`src/rtl/fpadd_accum_ctrl_if.sv`:
```
// fpadd_accum_ctrl_if
// Groups the three handshakes around the accumulation controller:
//   input stream  : in_valid, in_ready, in_data[31:0], in_last
//   adder link    : add_start, add_a[31:0], add_b[31:0], add_sum[31:0], add_done
//   output result : out_valid, out_ready, out_data[31:0], out_count[15:0], out_err
// The master modport is the controller's view. The slave modport is the
// environment's view: the upstream source, the FP32 adder and the downstream sink.
interface fpadd_accum_ctrl_if;
    logic        in_valid;
    logic        in_ready;
    logic [31:0] in_data;
    logic        in_last;
    logic        add_start;
    logic [31:0] add_a;
    logic [31:0] add_b;
    logic [31:0] add_sum;
    logic        add_done;
    logic        out_valid;
    logic        out_ready;
    logic [31:0] out_data;
    logic [15:0] out_count;
    logic        out_err;

    modport master (
        input  in_valid, in_data, in_last, add_sum, add_done, out_ready,
        output in_ready, add_start, add_a, add_b, out_valid, out_data,
               out_count, out_err
    );

    modport slave (
        output in_valid, in_data, in_last, add_sum, add_done, out_ready,
        input  in_ready, add_start, add_a, add_b, out_valid, out_data,
               out_count, out_err
    );
endinterface

```
`src/rtl/fpadd_accum_ctrl.sv`:
```
// fpadd_accum_ctrl
// Folds a burst of FP32 words into a running sum using an external multi-cycle
// adder (start/done handshake). It then presents the total, the beat count and
// an abort flag on a valid/ready output.
// Ports:
//   clk   : rising-edge clock
//   reset : synchronous, active-high
//   bus   : fpadd_accum_ctrl_if.master (input stream, adder link, result)
// Parameter TIMEOUT (2..255): maximum number of WAIT cycles before the add is abandoned.
//
// state | meaning
// EMPTY | idle, first beat of a burst seeds the accumulator (no add)
// READY | take next beat, latch adder operands
// ISSUE | add_start pulse
// GUARD | skip one cycle so a stale add_done from the previous op is not seen
// WAIT  | wait for add_done, bounded by TIMEOUT
// DRAIN | after an abort, swallow beats up to and including in_last
// DONE  | result held on the output until out_ready
module fpadd_accum_ctrl #(
    parameter int TIMEOUT = 64
) (
    input  logic                   clk,
    input  logic                   reset,
    fpadd_accum_ctrl_if.master     bus
);

    typedef enum logic [2:0] {
        EMPTY,
        READY,
        ISSUE,
        GUARD,
        WAIT,
        DONE,
        DRAIN
    } state_t;

    localparam logic [7:0] TIMER_END = 8'(TIMEOUT - 1);

    state_t      state;
    logic [31:0] acc;
    logic [15:0] count;
    logic        err;
    logic        last_r;
    logic [7:0]  timer;
    logic        in_ready_r;
    logic        add_start_r;
    logic [31:0] add_a_r;
    logic [31:0] add_b_r;
    logic        out_valid_r;

    logic        in_fire;
    logic [15:0] count_inc;

    assign in_fire   = in_ready_r & bus.in_valid;
    assign count_inc = (count == 16'hFFFF) ? count : count + 16'd1;

    always_ff @(posedge clk) begin
        if (reset) begin
            state       <= EMPTY;
            acc         <= '0;
            count       <= '0;
            err         <= 1'b0;
            last_r      <= 1'b0;
            timer       <= '0;
            in_ready_r  <= 1'b0;
            add_start_r <= 1'b0;
            add_a_r     <= '0;
            add_b_r     <= '0;
            out_valid_r <= 1'b0;
        end else begin
            case (state)
                EMPTY: begin
                    if (in_fire) begin
                        acc   <= bus.in_data;
                        count <= 16'd1;
                        if (bus.in_last) begin
                            in_ready_r  <= 1'b0;
                            out_valid_r <= 1'b1;
                            state       <= DONE;
                        end else begin
                            state <= READY;
                        end
                    end else begin
                        // First cycle out of reset: open the input.
                        in_ready_r <= 1'b1;
                    end
                end
                READY: begin
                    if (in_fire) begin
                        add_a_r     <= acc;
                        add_b_r     <= bus.in_data;
                        last_r      <= bus.in_last;
                        count       <= count_inc;
                        in_ready_r  <= 1'b0;
                        add_start_r <= 1'b1;
                        state       <= ISSUE;
                    end
                end
                ISSUE: begin
                    add_start_r <= 1'b0;
                    state       <= GUARD;
                end
                GUARD: begin
                    timer <= '0;
                    state <= WAIT;
                end
                WAIT: begin
                    // done takes priority over the timer expiring on the same edge
                    if (bus.add_done) begin
                        acc <= bus.add_sum;
                        if (last_r) begin
                            out_valid_r <= 1'b1;
                            state       <= DONE;
                        end else begin
                            in_ready_r <= 1'b1;
                            state      <= READY;
                        end
                    end else if (timer == TIMER_END) begin
                        err <= 1'b1;
                        if (last_r) begin
                            out_valid_r <= 1'b1;
                            state       <= DONE;
                        end else begin
                            in_ready_r <= 1'b1;
                            state      <= DRAIN;
                        end
                    end else begin
                        timer <= timer + 8'd1;
                    end
                end
                DRAIN: begin
                    if (in_fire && bus.in_last) begin
                        in_ready_r  <= 1'b0;
                        out_valid_r <= 1'b1;
                        state       <= DONE;
                    end
                end
                DONE: begin
                    if (out_valid_r && bus.out_ready) begin
                        acc         <= '0;
                        count       <= '0;
                        err         <= 1'b0;
                        out_valid_r <= 1'b0;
                        in_ready_r  <= 1'b1;
                        state       <= EMPTY;
                    end
                end
                default: begin
                    state <= EMPTY;
                end
            endcase
        end
    end

    assign bus.in_ready  = in_ready_r;
    assign bus.add_start = add_start_r;
    assign bus.add_a     = add_a_r;
    assign bus.add_b     = add_b_r;
    assign bus.out_valid = out_valid_r;
    assign bus.out_data  = acc;
    assign bus.out_count = count;
    assign bus.out_err   = err;

endmodule

```
`src/flat_wrapper.sv`:
```
// flat-port wrapper written by rule: the top's interface ports become plain ports
module fpadd_accum_ctrl_flat 
#(
    parameter int TIMEOUT = 64
)
  (clk, reset, bus_in_valid, bus_in_data, bus_in_last, bus_add_sum, bus_add_done, bus_out_ready, bus_in_ready, bus_add_start, bus_add_a, bus_add_b, bus_out_valid, bus_out_data, bus_out_count, bus_out_err);
  fpadd_accum_ctrl_if bus_i ();
  input  logic clk;
  input  logic reset;
  input wire logic [$bits(bus_i.in_valid)-1:0] bus_in_valid;
  input wire logic [$bits(bus_i.in_data)-1:0] bus_in_data;
  input wire logic [$bits(bus_i.in_last)-1:0] bus_in_last;
  input wire logic [$bits(bus_i.add_sum)-1:0] bus_add_sum;
  input wire logic [$bits(bus_i.add_done)-1:0] bus_add_done;
  input wire logic [$bits(bus_i.out_ready)-1:0] bus_out_ready;
  output wire logic [$bits(bus_i.in_ready)-1:0] bus_in_ready;
  output wire logic [$bits(bus_i.add_start)-1:0] bus_add_start;
  output wire logic [$bits(bus_i.add_a)-1:0] bus_add_a;
  output wire logic [$bits(bus_i.add_b)-1:0] bus_add_b;
  output wire logic [$bits(bus_i.out_valid)-1:0] bus_out_valid;
  output wire logic [$bits(bus_i.out_data)-1:0] bus_out_data;
  output wire logic [$bits(bus_i.out_count)-1:0] bus_out_count;
  output wire logic [$bits(bus_i.out_err)-1:0] bus_out_err;
  assign bus_i.in_valid = bus_in_valid;
  assign bus_i.in_data = bus_in_data;
  assign bus_i.in_last = bus_in_last;
  assign bus_i.add_sum = bus_add_sum;
  assign bus_i.add_done = bus_add_done;
  assign bus_i.out_ready = bus_out_ready;
  assign bus_in_ready = bus_i.in_ready;
  assign bus_add_start = bus_i.add_start;
  assign bus_add_a = bus_i.add_a;
  assign bus_add_b = bus_i.add_b;
  assign bus_out_valid = bus_i.out_valid;
  assign bus_out_data = bus_i.out_data;
  assign bus_out_count = bus_i.out_count;
  assign bus_out_err = bus_i.out_err;
  fpadd_accum_ctrl #(.TIMEOUT(TIMEOUT)) u_core (.clk(clk), .reset(reset), .bus(bus_i));
endmodule
```
`config.mk`:
```
export PLATFORM = sky130hd
export DESIGN_NAME = fpadd_accum_ctrl_flat
export DESIGN_NICKNAME = d
export VERILOG_FILES = /design/src/rtl/fpadd_accum_ctrl_if.sv /design/src/rtl/fpadd_accum_ctrl.sv /design/src/flat_wrapper.sv
export SDC_FILE = /design/constraint.sdc
export NUM_CORES = 1
export LEC_CHECK = 0
export CORE_ASPECT_RATIO = 1.4
export CORE_UTILIZATION = 41
export CTS_CLUSTER_DIAMETER = 150
export DETAILED_ROUTE_END_ITERATION = 8
export PLACE_DENSITY = 0.77
export SKIP_CTS_REPAIR_TIMING = 1
export SYNTH_ARGS = -nofsm -noshare
export SYNTH_HDL_FRONTEND = slang
export SYNTH_SLANG_ARGS = --single-unit
```
`constraint.sdc`:
```
create_clock -name clk -period 1.9 [get_ports clk]
set_clock_uncertainty 0.2 [all_clocks]
set_input_delay 0.19 -clock clk [delete_from_list [all_inputs] [get_ports clk]]
set_output_delay 0.19 -clock clk [all_outputs]
set_load 0.1 [all_outputs]
```
==> impl_table.tex <==
\begin{tabular}{lr}
\hline
Metric & Value \\
\hline
\multicolumn{2}{l}{\textbf{Run status}} \\
\quad Status & complete, but fails checks \\
\quad Violated checks & negative setup slack \\
\multicolumn{2}{l}{\textbf{Worst setup path}} \\
\quad WP buf/inv & 2 \\
\quad Startpoint types & flop \\
\quad Worst setup path end & u\_core.bus.out\_count[12] \\
\quad Reg2Reg Capture Point & u\_core.bus.out\_count[12] \\
\quad Setup slack on the worst flop-to-flop path & -0.08 ns \\
\quad Required time at the endpoint of the critical path & 2.04 ns \\
\quad Critical R2R Launch & u\_core.bus.out\_count[6] \\
\quad Highest fanout seen on the critical path & 6 \\
\quad Critical Path Source & u\_core.bus.out\_count[6] \\
\quad CP Cell Sequence & nand4\_1 > or4\_4 > buf\_6 > o22ai\_4 > buf\_4 > o21ai\_0 > o21ai\_1 \\
\quad Cell depth of the worst setup path & 7 \\
\quad Kind of cell with the highest combined delay on the critical path & simple AND/OR/NAND/NOR gates \\
\quad Arrival time reported for the critical path endpoint & 2.12 ns \\
\quad Slowest cell delay on critical path & 0.55 ns \\
\quad Critical path's slowest cell & or4\_4 \\
\quad Start-to-end type of the worst setup path & reg -> reg \\
\quad Reg2reg path depth & 7 \\
\quad Critical path capture point type & flop \\
\multicolumn{2}{l}{\textbf{Logic synthesis}} \\
\quad Top flip-flop cell by instance count after synthesis & dfxtp\_1 \\
\quad Total of warnings raised by yosys & 0 \\
\quad Register bit total from synthesis & 128 \\
\quad Area leader, netlist & dfxtp\_1 \\
\quad Async S/R FF share, synth & 0 \\
\quad Number of synthesized flops with an enable pin & 0 \\
\quad Post-Synthesis Cells & 662 \\
\quad Number of unique standard cell types used by synthesis & 49 \\
\quad Share of synthesized area occupied by flip-flops and latches & 0.478 \\
\quad Main area contributors after synthesis & dfxtp\_1 (48\%), nand2\_1 (10\%), a21oi\_1 (8.0\%) \\
\quad Synth Cell Area & 0.00536 mm\^{}2 \\
\quad Fraction of synthesized cell area taken by the top area cell type & 0.478 \\
\quad Total nets after synthesis & 734 \\
\quad Post-synthesis area per instance & 8.10 um\^{}2 \\
\multicolumn{2}{l}{\textbf{Layout}} \\
\quad Most common library cell in the layout ignoring fill and taps & nand2\_1 \\
\quad Seq. cell area & 0.00265 mm\^{}2 \\
\quad Total area of multi-input combinational cells & 0.00297 mm\^{}2 \\
\quad Final antenna diode count & 0 \\
\quad Layout overhead on the synthesized area & 75.0\% \\
\quad Commonest cells after routing, fill and taps aside & nand2\_1 (141), buf\_4 (139), dfxtp\_1 (102) \\
\quad Fraction of final layout cells with drive strength greater than 1 & 0.378 \\
\quad Fill cell count & 893 \\
\quad Final layout net count & 978 \\
\multicolumn{2}{l}{\textbf{Place}} \\
\quad Final Wtd Congestion & 0.835 \\
\quad Count of port buffers added during placement & 185 \\
\quad Half-perimeter wire length after detailed placement & 11.9 mm \\
\quad Pre-CTS WS & -0.308 ns \\
\multicolumn{2}{l}{\textbf{Drt}} \\
\quad Length of the first detailed-routing pass in iterations & 5 \\
\quad Routed wirelength normalized by instance count & 17.4 um \\
\quad Vias after detailed routing & 5934 \\
\quad Routed via count divided by cell count & 5.54 \\
\quad Post-DRT Antenna Nets & 0 \\
\quad Sum of routed wire length over all layers & 18.6 mm \\
\quad Number of DRC markers after the initial detailed-route iteration & 326 \\
\quad Number of DRC violations after detailed routing & 0 \\
\multicolumn{2}{l}{\textbf{Pwr}} \\
\quad Overall Power & 12.2 mW \\
\quad Worst VDD drop & 897 uV \\
\quad Share of power burned in the clock network & 0.259 \\
\quad Share of total power consumed by net switching & 0.437 \\
\quad Fraction of power consumed by sequential logic & 0.278 \\
\quad Leakage & 3.60 nW \\
\quad Switching power summed over all nets & 5.32 mW \\
\quad Cell Int Power & 6.86 mW \\
\quad Combinational cell fraction of total power & 0.464 \\
\quad Power density over the cells & 1300 mW/mm\^{}2 \\
\multicolumn{2}{l}{\textbf{Job}} \\
\quad Number of maximum-capacitance constraint violations & 0 \\
\multicolumn{2}{l}{\textbf{Floorplan}} \\
\quad Die Area & 0.0135 mm\^{}2 \\
\quad Horizontal extent of the die & 98.6 um \\
\quad Floorplan row count & 49 \\
\quad Die Ht & 137 um \\
\quad Count of pins on the block boundary & 186 \\
\quad Effective utilization at floorplan & 0.418 \\
\quad Total core area & 0.0128 mm\^{}2 \\
\multicolumn{2}{l}{\textbf{Clock tree}} \\
\quad Sinks on the clock net & 128 \\
\quad Skew-Pair Late Insertion Delay & 0.41 ns \\
\quad Clock slew at the register clock pins of the worst setup and hold paths & 0.06 ns \\
\quad CTS root buf & clkbuf\_16 \\
\quad Maximum level of the CTS H-tree & 4 \\
\quad Clock buffer count from CTS & 17 \\
\quad TritonCTS clock tree & built \\
\quad Clock tree buffer depth & 2 \\
\multicolumn{2}{l}{\textbf{Global route}} \\
\quad Pin count of the biggest net entering global routing & 66 \\
\quad First-pass GRT wire length & 26.4 mm \\
\quad Via count of the first global-routing pass & 5513 \\
\quad Overflow left after global routing & 0 \\
\quad Gr usage total & 0.247 \\
\quad Number of antenna violations at the first check in global routing & 0 \\
\multicolumn{2}{l}{\textbf{STA}} \\
\quad Aggregate negative setup slack & -1.15 ns \\
\quad Unrepaired setup endpoints after global routing & yes \\
\quad Final Max Tran Viols & 0 \\
\quad Relative slew slack & 0.423 \\
\quad Final-layout worst hold slack & 0.155 ns \\
\quad Slew of the pin with the lowest slew margin & 0.866 ns \\
\quad Min Clock Period, post-route & 1.98 ns \\
\quad Fmax & 506 MHz \\
\quad Number of endpoints with negative hold slack in the final report & 0 \\
\quad Final number of setup-violating endpoints & 29 \\
\quad Final cycle utilization of the critical path & 1.04 \\
\quad Crit path setup slack, layout & -0.0777 ns \\
\multicolumn{2}{l}{\textbf{Worst hold path}} \\
\quad HP Start & bus\_in\_data[31] \\
\quad Hold/Removal Path Class & in -> reg \\
\hline
\end{tabular}
-- sequential cells by signal, indices dropped and copies added, names as in the netlist --
signal                count
u_core.bus.out_valid      1
u_core.bus.out_data      32
u_core.bus.out_err        1
u_core.timer              8
u_core.bus.out_count     16
u_core.bus.add_a         32
u_core.state              3
u_core.bus.add_start      1
u_core.last_r             1
u_core.bus.add_b         32
u_core.bus.in_ready       1
-- how the worst min path moves through the flow --
| stage | endpoint | slack [ns] | cells after the start |
|---|---|---|---|
| finish | u_core.bus.add_b[31] | 0.16 | 3 |
| global route | u_core.bus.add_b[31] | 0.17 | 3 |
| CTS | u_core.bus.out_count[8] | -0.05 | 4 |
| detailed placement | u_core.bus.add_a[13] | 0.25 | 2 |
| global placement | u_core.bus.add_a[20] | 0.24 | 2 |
| floorplan | u_core.last_r | 0.13 | 2 |
-- synthesized netlist by cell type (2+ instances only) --
cell and number:
nor2_1 67, o21ai_1 4, ha_1 2, buf_2 11
a311oi_1 3, nand2_1 148, xnor2_1 7, a32oi_1 2
buf_1 2, dfxtp_1 128, a22oi_1 34, nand3_1 12
buf_4 2, nand4_1 8, o21ai_0 22, nor4_1 2
a211oi_1 34, o31ai_1 3, and3_1 6, a21oi_1 86
nor2b_1 8, nand2b_1 3, nor3_1 3, nand3b_1 2
inv_1 4, a31oi_1 3, clkbuf_1 34
-- tightest hold or removal path: cells and delay by family --
family | cells | cell delay (ns)
AO/OA/AOI/OAI | 1 | 0.05
buffers and inverters | 1 | 0.41
AND/OR/NAND/NOR | 1 | 0.08
-- area by class of cell --
| class | instances | share of cell area |
|---|---|---|
| multi-input cells | 480 | 0.316 |
| inverters | 4 | 0.00160 |
| clock inverters | 11 | 0.0111 |
| repair buffers | 275 | 0.318 |
| well taps | 153 | 0.0204 |
| flip-flops and latches | 128 | 0.282 |
| clock buffers | 21 | 0.0502 |
-- kinds of logic (layout without fill, tap and decap cells) --
group	after synthesis	after routing	synth area share
and+or+nand+nor	269	269	0.222
buffers and inverters	54	311	0.0432
xor gates and xnor gates	7	7	0.0114
AOI/OAI and AO/OA	200	200	0.236
muxes	2	2	0.00467
adders and majority gates	2	2	0.00467
DFF	128	128	0.478
-- layer usage --
layer | track usage | share of wire | up-vias
li1 | - | - | 2816
met1 | 0.268 | 0.37 | 2830
met2 | 0.443 | 0.53 | 239
met3 | 0.0624 | 0.062 | 49
met4 | 0.133 | 0.036 | 0
met5 | 0 | 0 | -
-- power by group through the flow --
stage	clock network (mW)	logic, mW	registers (mW)
final	3.15	5.65	3.38
after global routing	3.32	5.89	3.42
after CTS	3.17	5.00	3.35
after detailed placement	0	4.98	3.41
after global placement	0	4.92	3.40
after floorplan	0	1.35	5.43
-- stage by stage --
stage	area, um^2	util	cells
6_report	9380	0.732	1072
5_1_grt	9380	0.732	1072
4_1_cts	8680	0.677	1051
3_5_place_dp	8100	0.632	1019
3_3_place_gp	8100	0.632	1019
2_1_floorplan	5600	-	662
Power figures use the tool's default switching activity.
==> RTL change 1 (same flow settings) <==
Encoding of `state_t`: now one-hot (7 bits for 7 states).
--- a/src/rtl/fpadd_accum_ctrl.sv
+++ b/src/rtl/fpadd_accum_ctrl.sv
@@ -24,14 +24,14 @@
     fpadd_accum_ctrl_if.master     bus
 );
 
-    typedef enum logic [2:0] {
-        EMPTY,
-        READY,
-        ISSUE,
-        GUARD,
-        WAIT,
-        DONE,
-        DRAIN
+    typedef enum logic [6:0] {
+        EMPTY = 7'b0000001,
+        READY = 7'b0000010,
+        ISSUE = 7'b0000100,
+        GUARD = 7'b0001000,
+        WAIT  = 7'b0010000,
+        DONE  = 7'b0100000,
+        DRAIN = 7'b1000000
     } state_t;
 
     localparam logic [7:0] TIMER_END = 8'(TIMEOUT - 1);
Check against the original RTL: same outputs for any inputs over 4 cycles, from zero or initial values and one cycle with reset high; so few cycles prove little.
==> RTL change 1 against the unedited design <==
The run still ends with setup timing left. Global-route usage rose by 2.5 points. Sequential power fell by 2%. Cell area rose by 10%. Routed wire length rose by 15%. Area after synthesis rose by 10%. Critical path depth did not move. Count of clock-buffer cells in the layout fell by 1. Sequential cell count rose by 4. Synthesized cell count rose by 12%. Combinational power fell by 22%. Setup slack got worse by 300 ps. Total power fell by 8.3%. Non-clock buffer count rose by 30. Utilization rose by 0.80 points. Largest power group unchanged.
==> RTL change 1: results (changes against the unedited design) <==
| Metric | Value |
|---|---|
| Vias in the first global route | 6392 (was 5513) |
| Leakage Power | 0.00387 µW (was 0.00360 µW) |
| Post-synthesis compound-gate area fraction | 0.195 (was 0.236) |
| Via density | 5.58 (was 5.54) |
| Tot GR Track Use | 0.273 (was 0.247) |
| Final worst slack | -374 ps (was -77.7 ps) |
| Net Sw Frac | 0.385 (was 0.437) |
| Mux cell area share after synthesis | 0.00339 (was 0.00467) |
| Arr. time, crit path | 2440 ps (was 2120 ps) |
| Total Nets Final | 1078 (was 978) |
| Largest net degree at the start of global routing | 57 (was 66) |
| Post-synth cell types | 64 (was 49) |
| Met3 usage in global routing | 0.0672 (was 0.0624) |
| Hold_ws | 151 ps (was 155 ps) |
| RR Endpoint | u_core.bus.add_a[5]$_SDFFE_PP0P_ (was u_core.bus.out_count[12]$_SDFFE_PP0P_) |
| Met2 Wirelength | 11.3 mm (was 9.82 mm) |
| GRT met2 Usage | 0.475 (was 0.443) |
| Hold path start | bus_in_data[16] (was bus_in_data[31]) |
| Crit Reg-Reg Startpoint | u_core.state[3]$_SDFFE_PP0P_ (was u_core.bus.out_count[6]$_SDFFE_PP0P_) |
| Clock Latency Late Sink | 430 ps (was 410 ps) |
| Final setup vio count | 129 (was 29) |
| Routed wire length | 21.5 mm (was 18.6 mm) |
| Crit Path Max Fanout | 11 (was 6) |
| Status | complete, but fails checks (unchanged) |
| Routed len/inst | 17.9 µm (was 17.4 µm) |
| Post-synth top cells | nand2_1, dfxtp_1, a21oi_1 (unchanged) |
| Routability congestion estimate | 0.924 (was 0.835) |
| Failing checks | setup timing (unchanged) |
| Place WS | -364 ps (was -308 ps) |
| DP Area | 9050 µm² (was 8100 µm²) |
==> RTL change 1: worst max-delay path by stage <==
stage,to,startpoint,cells past startpoint
after floorplan,u_core.bus.add_a[18]$_SDFFE_PP0P_,u_core.state[3]$_SDFFE_PP0P_,8
after global placement,u_core.bus.out_count[6]$_SDFFE_PP0P_,bus_in_valid,6
after detailed placement,u_core.bus.out_count[13]$_SDFFE_PP0P_,bus_in_valid,7
after CTS,u_core.bus.add_a[5]$_SDFFE_PP0P_,u_core.state[2]$_SDFFE_PP0P_,6
after global routing,u_core.bus.out_count[15]$_SDFFE_PP0P_,u_core.state[0]$_SDFFE_PP1P_,6
final,u_core.bus.add_a[5]$_SDFFE_PP0P_,u_core.state[3]$_SDFFE_PP0P_,7
==> RTL change 1: cell type report <==
cell class | instances | area share
multi-input cells | 545 | 0.336
repair buffers | 305 | 0.317
flip-flops and latches | 132 | 0.263
clock buffers | 20 | 0.0452
well taps | 185 | 0.0224
clock inverters | 11 | 0.0144
inverters | 5 | 0.00181
==> RTL change 2 (same flow settings) <==
Made on the original files. `TIMEOUT` is set to 64 in 2 places; all go to 48.
--- a/src/rtl/fpadd_accum_ctrl.sv
+++ b/src/rtl/fpadd_accum_ctrl.sv
@@ -17,7 +17,7 @@
 // DRAIN | after an abort, swallow beats up to and including in_last
 // DONE  | result held on the output until out_ready
 module fpadd_accum_ctrl #(
-    parameter int TIMEOUT = 64
+    parameter int TIMEOUT = 48
 ) (
     input  logic                   clk,
     input  logic                   reset,
--- a/src/flat_wrapper.sv
+++ b/src/flat_wrapper.sv
@@ -1,7 +1,7 @@
 // flat-port wrapper written by rule: the top's interface ports become plain ports
 module fpadd_accum_ctrl_flat 
 #(
-    parameter int TIMEOUT = 64
+    parameter int TIMEOUT = 48
 )
   (clk, reset, bus_in_valid, bus_in_data, bus_in_last, bus_add_sum, bus_add_done, bus_out_ready, bus_in_ready, bus_add_start, bus_add_a, bus_add_b, bus_out_valid, bus_out_data, bus_out_count, bus_out_err);
   fpadd_accum_ctrl_if bus_i ();
Formal check against the unedited RTL: no difference found for any inputs over 4 cycles, from zero or initial values and one cycle with reset high; that may be too few to reach the edited logic, so the function may still have changed.
==> RTL change 2 against the unedited design <==
The flow still finishes with violations (setup timing). Worst hold slack got worse by 27 ps. Sequential cell count unchanged. Cell area is 14% higher. Area after synthesis up 13%. First-iteration DRC count up 55%. Routed wire length is 25% higher. Setup slack got worse by 92 ps. Non-clock buffer count increased by 2. Via count is 16% higher. Total power grew 15%. Clock power is 14% higher. Largest power group unchanged. Highest routed layer unchanged.
==> RTL change 2: results (changes against the unedited design) <==
| Metric | Value |
|---|---|
| Syn Nets | 794 (was 734) |
| Hold WC Path Type | in2reg (unchanged) |
| Failing checks | setup timing (unchanged) |
| Worst path max stage delay | 440 ps (was 550 ps) |
| Crit Reg-Reg Startpoint | u_core.state[2]$_SDFFE_PP0P_ (was u_core.bus.out_count[6]$_SDFFE_PP0P_) |
| Slowest cell on crit path | or3b_4 (was or4_4) |
| Post-synth top cells | nand2_1, dfxtp_1, a21oi_1 (unchanged) |
| YS warnings | 0 (unchanged) |
| Mux cell area share after synthesis | 0.0120 (was 0.00467) |
| Routability congestion estimate | 0.894 (was 0.835) |
| Worst r2r path cells | 8 (was 7) |
| Post-DP HPWL | 14.8 mm (was 11.9 mm) |
| Routed len/inst | 20.3 µm (was 17.4 µm) |
| DRC | 0 (unchanged) |
| Crit Path Max Fanout | 8 (was 6) |
| Adder-Cell Fraction of Synth Area | 0.00415 (was 0.00467) |
| Top cells by area, synth | dfxtp_1, nand2_1, a21oi_1, nor4bb_1, a2111oi_0 (was dfxtp_1, nand2_1, a21oi_1, a211oi_1, a22oi_1) |
| Final worst slack | -170 ps (was -77.7 ps) |
| Final setup vio count | 62 (was 29) |
| Critical Path End | u_core.bus.add_a[24]$_SDFFE_PP0P_ (was u_core.bus.out_count[12]$_SDFFE_PP0P_) |
| Rel. slew slack | 0.665 (was 0.423) |
| CTS Root Buffer Type | clkbuf_16 (unchanged) |
| Tot GR Track Use | 0.271 (was 0.247) |
| Vias after detailed routing | 6877 (was 5934) |
| Vias in the first global route | 6444 (was 5513) |
| Post-synthesis compound-gate area fraction | 0.278 (was 0.236) |
| Post-synth cell types | 62 (was 49) |
| Routed wire length | 23.3 mm (was 18.6 mm) |
| Avg Inst Size Synth | 8.36 µm² (was 8.10 µm²) |
| DRT iter0 DRCs | 504 (was 326) |
| DP Area | 9180 µm² (was 8100 µm²) |
| Status | complete, but fails checks (unchanged) |
| Crit path max-delay family | simple AND/OR/NAND/NOR gates (unchanged) |
| Global-route wire length before repair | 32.7 mm (was 26.4 mm) |
| Fraction of the yosys area taken by sequential cells | 0.425 (was 0.478) |
| Placed cells | 1103 (was 1019) |
| P_sw | 6060 µW (was 5320 µW) |
| Layout cells sized above 1 | 0.448 (was 0.378) |
| Total Nets Final | 1019 (was 978) |
| Max IR drop VDD | 758 µV (was 897 µV) |
| RR Endpoint | u_core.bus.add_a[24]$_SDFFE_PP0P_ (was u_core.bus.out_count[12]$_SDFFE_PP0P_) |
| Hold depth | 3 (unchanged) |
| Fillers | 969 (was 893) |
-- RTL change 2: cells by family after synthesis --
group / Yosys count
fa+ha+maj: 2
flops: 128
mux: 7
buf+inv: 81
xor+xnor: 1
simple gates: 262
compound gates: 241
-- RTL change 2: per-stage QoR --
step | setup slack (ps) | TNS (ps)
detailed placement | -416 | -26410
floorplan | -135 | -4610
finish | -170 | -3070
CTS | -223 | -14490
global placement | -402 | -23480
global route | -217 | -6540
-- RTL change 2: worst min-delay path by stage --
stage | start | end | slack (ps)
2_1_floorplan | bus_in_last | u_core.last_r$_SDFFE_PP0P_ | 130
3_3_place_gp | u_core.bus.add_b[4]$_SDFFE_PP0P_ | u_core.bus.add_b[4]$_SDFFE_PP0P_ | 240
3_5_place_dp | u_core.bus.add_a[25]$_SDFFE_PP0P_ | u_core.bus.add_a[25]$_SDFFE_PP0P_ | 250
4_1_cts | reset | u_core.bus.out_count[15]$_SDFFE_PP0P_ | 110
5_1_grt | reset | u_core.state[2]$_SDFFE_PP0P_ | 130
6_report | reset | u_core.bus.add_b[28]$_SDFFE_PP0P_ | 130
-- RTL change 2: area by class of cell --
class,count,area [µm²],area share
clock inverters,14,213,0.0199
flip-flops and latches,128,2640,0.247
inverters,10,37.5,0.00351
well taps,189,236,0.0221
clock buffers,18,429,0.0402
multi-input cells,513,4020,0.377
repair buffers,277,3110,0.291
-- RTL change 2: power groups by stage --
stage,clock [µW],combinational [µW],sequential [µW]
3_5_place_dp,0,6150,3430
5_1_grt,3740,7220,3490
6_report,3590,6990,3450
4_1_cts,3600,6190,3380
3_3_place_gp,0,6110,3430
2_1_floorplan,0,2300,5060
-- RTL change 2: tightest hold or removal path, stage by stage --
cell,delay (ps)
buf_4,130
buf_4,250
a21oi_2,130
-- RTL change 2: layer usage --
metal  part of all wire  track usage  vias to the layer above
met5                  0            0                        -
met4              0.050        0.139                        0
met3              0.063       0.0658                       98
met2               0.52        0.493                      341
met1               0.36        0.288                     3296
li1                   -            -                     3142
